[config.mk]
export PLATFORM = sky130hd
export DESIGN_NAME = fuzzy_frame_tx
export DESIGN_NICKNAME = d
export VERILOG_FILES = /design/src/rtl/fuzzy_frame_tx.sv
export SDC_FILE = /design/constraint.sdc
export NUM_CORES = 1
export LEC_CHECK = 0
export BUFFER_PORTS_ARGS = -buffer_cell sky130_fd_sc_hd__buf_2
export CAP_MARGIN = 20
export CORE_MARGIN = 2
export CORE_UTILIZATION = 45
export DETAILED_ROUTE_END_ITERATION = 8
export SLEW_MARGIN = 20
export SYNTH_ARGS = -nofsm -noshare
export SYNTH_HDL_FRONTEND = slang
export SYNTH_SLANG_ARGS = --single-unit
[constraint.sdc]
create_clock -name clk -period 4.15 [get_ports clk]
set_input_delay 0.2075 -clock clk [delete_from_list [all_inputs] [get_ports clk]]
set_output_delay 0.2075 -clock clk [all_outputs]
set_load 0.005 [all_outputs]
[src/rtl/fuzzy_frame_tx.sv]
// fuzzy_frame_tx: buffers sample bytes and frames them onto ss/data_bus,
// then captures the risk core's result after a fixed response latency.
module fuzzy_frame_tx #(
  parameter int         NUM_BYTES    = 4,
  parameter int         FIFO_DEPTH   = 8,
  parameter logic [7:0] HEADER       = 8'hA5,
  parameter int         RESP_LATENCY = 3,
  parameter int         GAP_CYCLES   = 2
) (
  input  logic       clk,
  input  logic       rst,
  input  logic [7:0] in_data,
  input  logic       in_valid,
  output logic       in_ready,
  output logic       ss,
  output logic [7:0] data_bus,
  input  logic [7:0] risk_in,
  output logic [7:0] risk_out,
  output logic       risk_valid,
  output logic       busy
);

  localparam int AW = (FIFO_DEPTH > 1) ? $clog2(FIFO_DEPTH) : 1;
  localparam int CW = $clog2(FIFO_DEPTH + 1);
  localparam int T1 = (NUM_BYTES > RESP_LATENCY) ? NUM_BYTES : RESP_LATENCY;
  localparam int T2 = (T1 > GAP_CYCLES) ? T1 : GAP_CYCLES;
  localparam int TW = (T2 > 1) ? $clog2(T2) : 1;

  typedef enum logic [2:0] {
    IDLE,
    HDR,
    PAYLOAD,
    WAIT_RESP,
    CAPTURE,
    GAP
  } state_t;

  state_t        state;
  state_t        state_d;
  logic [TW-1:0] tmr;
  logic [TW-1:0] tmr_d;
  logic [7:0]    mem [FIFO_DEPTH];
  logic [AW-1:0] wr_ptr;
  logic [AW-1:0] rd_ptr;
  logic [AW-1:0] rd_nxt;
  logic [CW-1:0] count;
  logic [CW-1:0] count_d;
  logic          push;
  logic          pop;
  logic [7:0]    bus_d;

  assign push    = in_valid & in_ready;
  assign pop     = (state == PAYLOAD);
  assign rd_nxt  = rd_ptr + AW'(1);
  assign count_d = count + CW'(push) - CW'(pop);

  // Next state, per-state timer and the byte to drive next cycle.
  always_comb begin
    state_d = state;
    unique case (state)
      IDLE:
        if (count >= CW'(NUM_BYTES)) state_d = HDR;
      HDR:
        state_d = PAYLOAD;
      PAYLOAD:
        if (int'(tmr) == NUM_BYTES - 1)
          state_d = (RESP_LATENCY == 1) ? CAPTURE : WAIT_RESP;
      WAIT_RESP:
        if (int'(tmr) == RESP_LATENCY - 2) state_d = CAPTURE;
      CAPTURE:
        state_d = (GAP_CYCLES == 0) ? IDLE : GAP;
      GAP:
        if (int'(tmr) == GAP_CYCLES - 1) state_d = IDLE;
      default:
        state_d = IDLE;
    endcase
    tmr_d = (state_d != state) ? '0 : tmr + TW'(1);
    // Head advances one entry per PAYLOAD cycle, so look one ahead.
    bus_d = 8'h00;
    if (state_d == HDR)
      bus_d = HEADER;
    else if (state_d == PAYLOAD)
      bus_d = (state == PAYLOAD) ? mem[rd_nxt] : mem[rd_ptr];
  end

  // State and timer registers.
  always_ff @(posedge clk) begin
    if (rst) begin
      state <= IDLE;
      tmr   <= '0;
    end else begin
      state <= state_d;
      tmr   <= tmr_d;
    end
  end

  // FIFO storage; contents need no reset.
  always_ff @(posedge clk) begin
    if (push) mem[wr_ptr] <= in_data;
  end

  // FIFO pointers, occupancy and registered ready.
  always_ff @(posedge clk) begin
    if (rst) begin
      wr_ptr   <= '0;
      rd_ptr   <= '0;
      count    <= '0;
      in_ready <= 1'b1;
    end else begin
      if (push) wr_ptr <= wr_ptr + AW'(1);
      if (pop)  rd_ptr <= rd_nxt;
      count    <= count_d;
      in_ready <= (count_d < CW'(FIFO_DEPTH));
    end
  end

  // Registered core-facing and result outputs.
  always_ff @(posedge clk) begin
    if (rst) begin
      ss         <= 1'b0;
      data_bus   <= 8'h00;
      risk_out   <= 8'h00;
      risk_valid <= 1'b0;
      busy       <= 1'b0;
    end else begin
      ss         <= (state_d == HDR) || (state_d == PAYLOAD);
      data_bus   <= bus_d;
      busy       <= (state_d != IDLE);
      risk_valid <= (state == CAPTURE);
      if (state == CAPTURE) risk_out <= risk_in;
    end
  end

endmodule

# After elaboration in Yosys (flattened, before gate mapping)
# Memory sizes are Yosys's and may differ from the RTL's. A register that Yosys moved wholly into a read port is not among the register bits.
# Cells that the tools add are included.
# totals
rom_bits,0
latch_bits,0
ramBits,64
out_inout_bits,20
input_bits,19
memories,1
word_cells,49
register_bits,35
# op_classes
shift,0
n_lt_le_gt_ge,2
mul,0
add_sub_neg,5
n_eq_ne,10
bitwise_logic,2
muxes,12
n_reduce_logical,5
n_div,0
# memory_table
memory,depth,width,rd,rd_clocked_by_memory_dff,write_ports,line_no,rtl
mem,8,8,2,1,1,42,logic [7:0] mem [FIFO_DEPTH];
# ops
operator,count
two-way mux 8 bit,3
two-way mux 3 bit,6
one-hot mux 3 bit (6 select lines),1
equality test 3 x 2 -> 1 bit (second input constant),3
adder 3 x 1 -> 3 bit (second input constant),2
equality test 3 x 1 -> 1 bit (second input constant),2
equality test 3 bit (second input constant),2
adder 4 x 1 -> 4 bit,1
>= comparator 4 x 3 -> 1 bit (second input constant),1
less-than comparator 4 bit (second input constant),1
subtractor 4 x 1 -> 4 bit,1
logical NOT 3 bit,1
!= test 3 bit,1
nonzero test 3 bit,1
OR reduction 3 bit,1
adder 2 x 1 -> 2 bit (second input constant),1
equality test 2 x 1 -> 1 bit (second input constant),1
equality test 2 bit (second input constant),1
two-way mux 1 bit,2
OR reduction 2 bit,1
bitwise AND 1 bit,1
logical OR 1 bit,1
inverter 1 bit,1

# Longest topological paths before layout
# logic_depth
depth_word,6
depth_mapped,12
mapped_depth_nobuf,10

# Worst setup path before layout
# OpenSTA, ideal clock, no wires.
# synth_path
path_type,reg-to-reg
from,register state[1]
to,register in_ready
t_arrival_ps,2022
period_less_slack_ps,2136
required_ps,4036
slack_ps,2014
n_path_buf,2
path_stages_with_launch,13
setup_time_ps,114
path_cell_list,dfxtp_1 buf_4 inv_2 nor3_4 buf_4 ha_1 inv_1 ha_1 a21o_1 a21oi_1 xnor2_1 nor2_1 inv_1
# synth_between
elab_chain_cells,3
# synth_rtl
element,line_no,rtl
start: declaration,38,state_t state;
start signal: assignment,92,state <= state_d;
equality test 3 x 2 -> 1 bit,53,assign pop = (state == PAYLOAD);
subtractor 4 x 1 -> 4 bit,55,assign count_d = count + CW'(push) - CW'(pop);
less-than comparator 4 bit,113,in_ready <= (count_d < CW'(FIFO_DEPTH));
end signal: assignment,113,
end: declaration,14,"output logic in_ready,"
# Every way passes these cells.
# A chain may end at the register's enable or synchronous reset.

# Final worst setup path
# Same ends and word-level chain as after synthesis.

==> impl_results.md <==
- Count of cell types in the netlist: 41
- Worst Clk Skew: 0.0163 ns
- RR Endpoint: in_ready
- ANT cells: 0
- Area leader, netlist: edfxtp_1
- CTS Buffer Depth: 2
- FMAX: 374 MHz
- Routed Antenna Nets: 0
- CTS Buf Count: 9
- DR DRC count: 0
- CTS Sinks: 102
- CTS H-Tree Depth: 3
- Drt pass-1 iters: 4
- Overall power: 2.67 mW
- WHS Path Cells: 3
- Critical Path AT: 2.93 ns
- P_sw: 0.852 mW
- Area Overhead vs Synth: 10.1%
- Post-synth net total: 347
- Post-CTS setup buffers: 0
- Hold_buf cts: 0
- Cell Int Power: 1.82 mW
- Final setup fails: 0
- Combinational power share: 0.306
- Max cap viols: 0
- Worst IR drop on VDD: 0.247 mV
- Worst reg2reg startpoint: state[1]
- Leak pwr: 1.70 nW
- Slew margin rel.: 0.329
- Period utilisation layout: 0.644
- Root buffer cell: clkbuf_8
- Clk_lat worst skew: 0.37 ns
- Starting density of the core: 0.465
- Synth Flop Type: edfxtp_1
- Vias/cell: 5.39
- Post-Syn Area: 4540 sq um
- Drt wl/cell: 17.7 um
- Overall routing resource usage: 0.170
- Setup TNS: 0 ns
- Endpoints failing hold: 0
- Min-Delay Endpoint: risk_out[6]
- Die width: 104 um
- Syn Area/Cell: 14.3 sq um
- Die Area: 10,900 sq um
- Post-Route WL: 8660 um
- Synth cell count leaders: edfxtp_1 (64), dfxtp_1 (38), nor2_1 (28)
- GPL Wtd Cong: 0.769
- Share of cells above drive strength 1: 0.258
- Synth top area share: 0.423
- Critical Path Sink Type: register
- CTS tree: done
- R2R depth: 10
- Setup slack, reg-to-reg: 1.48 ns
- First-pass GRT wire length: 13,900 um
- Req. time, crit path: 4.41 ns
- Buffers added on ports: 38
- Initial DRC count: 121
- Die height: 104 um
- CTS resizes: 0
- Slew Viols, Final: 0
- Worst-path fanout max: 17
- Clock share of power: 0.212
- Area contributors post-synth: edfxtp_1 (42%), dfxtp_1 (17%), mux4_2 (12%)
- Register share of total power: 0.482
- Core area: 9770 sq um
- Switching share of power: 0.319
- FP Rows: 36
- Post-synth EDFFs: 64
- Gr ovfl total: 0
- Most common cell in the netlist: edfxtp_1
- Worst-Margin Slew: 1.00 ns
- # fillers: 872
- PwrDens: 534 nW/um^2
- Reg clk slew, reported paths: 0.10 ns
- Worst Hold Launch: risk_in[6]
- Ys async rst share: 0
- Fin crit period: 2.67 ns
- Hpwl dp: 5780 um
- Antenna violations before repair: 0
- CP Launch Type: register
- Nets: 380
- RSZ-0062 raised after global routing: false
- Worst min-delay path class: input pin to register
- Status: finished, final reports clean
- Worst setup path category: register to register
- Vias: 2,636
- # IOs: 39
- Cells after Synth: 318
- Largest net degree at the start of global routing: 28
- Vias in the first global route: 2,616
- Yosys reg bits: 102
- Part of the Yosys area used for sequential elements: 0.590
- Yosys warns: 0
## per-stage QoR
step	hold WS (ns)	utilization	setup slack (ns)	area, sq um	std cells
after CTS	0.0614	0.512	1.43	5000	489
after detailed placement	0.443	0.494	1.42	4830	473
after global placement	0.433	0.494	1.52	4830	473
final	0.0764	0.512	1.48	5000	489
after floorplan	0.306	-	2.01	4540	318
after global routing	0.0757	0.512	1.21	5000	489
## power by group through the flow
stage          logic [mW]  registers (mW)  clock network [mW]
6_report            0.818            1.29               0.566
4_1_cts             0.837            1.29               0.585
3_5_place_dp        0.835            1.31                   0
5_1_grt             0.917            1.30               0.621
2_1_floorplan       0.683            1.26                   0
3_3_place_gp        0.819            1.31                   0
## registers in the layout (all words and copies together), names as in the netlist, 2 cells and up, named ones only
| signal | count |
|---|---|
| mem | 64 |
| data_bus | 8 |
| risk_out | 8 |
| count | 4 |
| rd_ptr | 3 |
| state | 3 |
| wr_ptr | 3 |
| tmr | 2 |
## metal layers
layer	vias up	GRT usage	wire length, um	share of wire
li1	1262	-	-	-
met1	1288	0.216	3670	0.42
met2	75	0.287	4320	0.50
met3	11	0.0376	548	0.063
met4	0	0.0637	121	0.014
met5	-	0	0	0
## kinds of logic after synthesis
logic type | after synthesis | synth area share
AO/OA/AOI/OAI | 48 | 0.0705
flip-flops | 102 | 0.590
adder cells (fa/ha/maj) | 10 | 0.0292
buffers and inverters | 29 | 0.0355
AND/OR/NAND/NOR | 77 | 0.0766
multiplexers | 45 | 0.180
XOR/XNOR | 7 | 0.0176
## critical path, stage by stage (launching register included)
cell     delay, ns
dfxtp_1       0.54
inv_2         0.13
nor3_4        0.67
ha_1          0.32
inv_1         0.06
ha_1          0.26
a21o_1        0.18
a21oi_1       0.17
xnor2_1       0.08
nor2_1        0.11
inv_1         0.05
## cell usage in the layout, fill, tap and decap left out, drive strengths merged
cell type / n
edfxtp: 64
buf: 40
dfxtp: 38
nor2: 28
mux4: 28
nand2: 27
a21oi: 16
inv: 14
mux2i: 12
o21ai: 11
a211oi: 10
clkbuf: 10
ha: 9
nor2b: 6
nor3: 5
xor2: 5
mux2: 5
nand3: 4
a21boi: 3
a221oi: 3
nand2b: 2
xnor2: 2
a22o: 2
clkinvlp: 2
and2: 2
nor4: 1
a2111oi: 1
nor3b: 1
o2111ai: 1
and3: 1
a21o: 1
fa: 1
clkinv: 1
## final cells by class
type | instances | area [sq um] | share of cell area
Sequential cell | 102 | 2680 | 0.536
Multi-Input combinational cell | 187 | 1730 | 0.347
Timing Repair Buffer | 40 | 205 | 0.0410
Tap cell | 133 | 166 | 0.0333
Clock buffer | 10 | 128 | 0.0255
Clock inverter | 6 | 45.0 | 0.00900
Inverter | 11 | 41.3 | 0.00825
## worst max-delay path by stage
stage               startpoint       end  slack, ns  cells after the start
finish                state[1]  in_ready       1.48                     10
global route          state[1]  in_ready       1.21                     10
CTS                   state[1]  in_ready       1.43                     10
detailed placement    state[1]  in_ready       1.42                     10
global placement      state[1]  in_ready       1.52                     10
floorplan             state[1]  in_ready       2.01                     12
No activity file was read; power rests on OpenSTA's default activity.
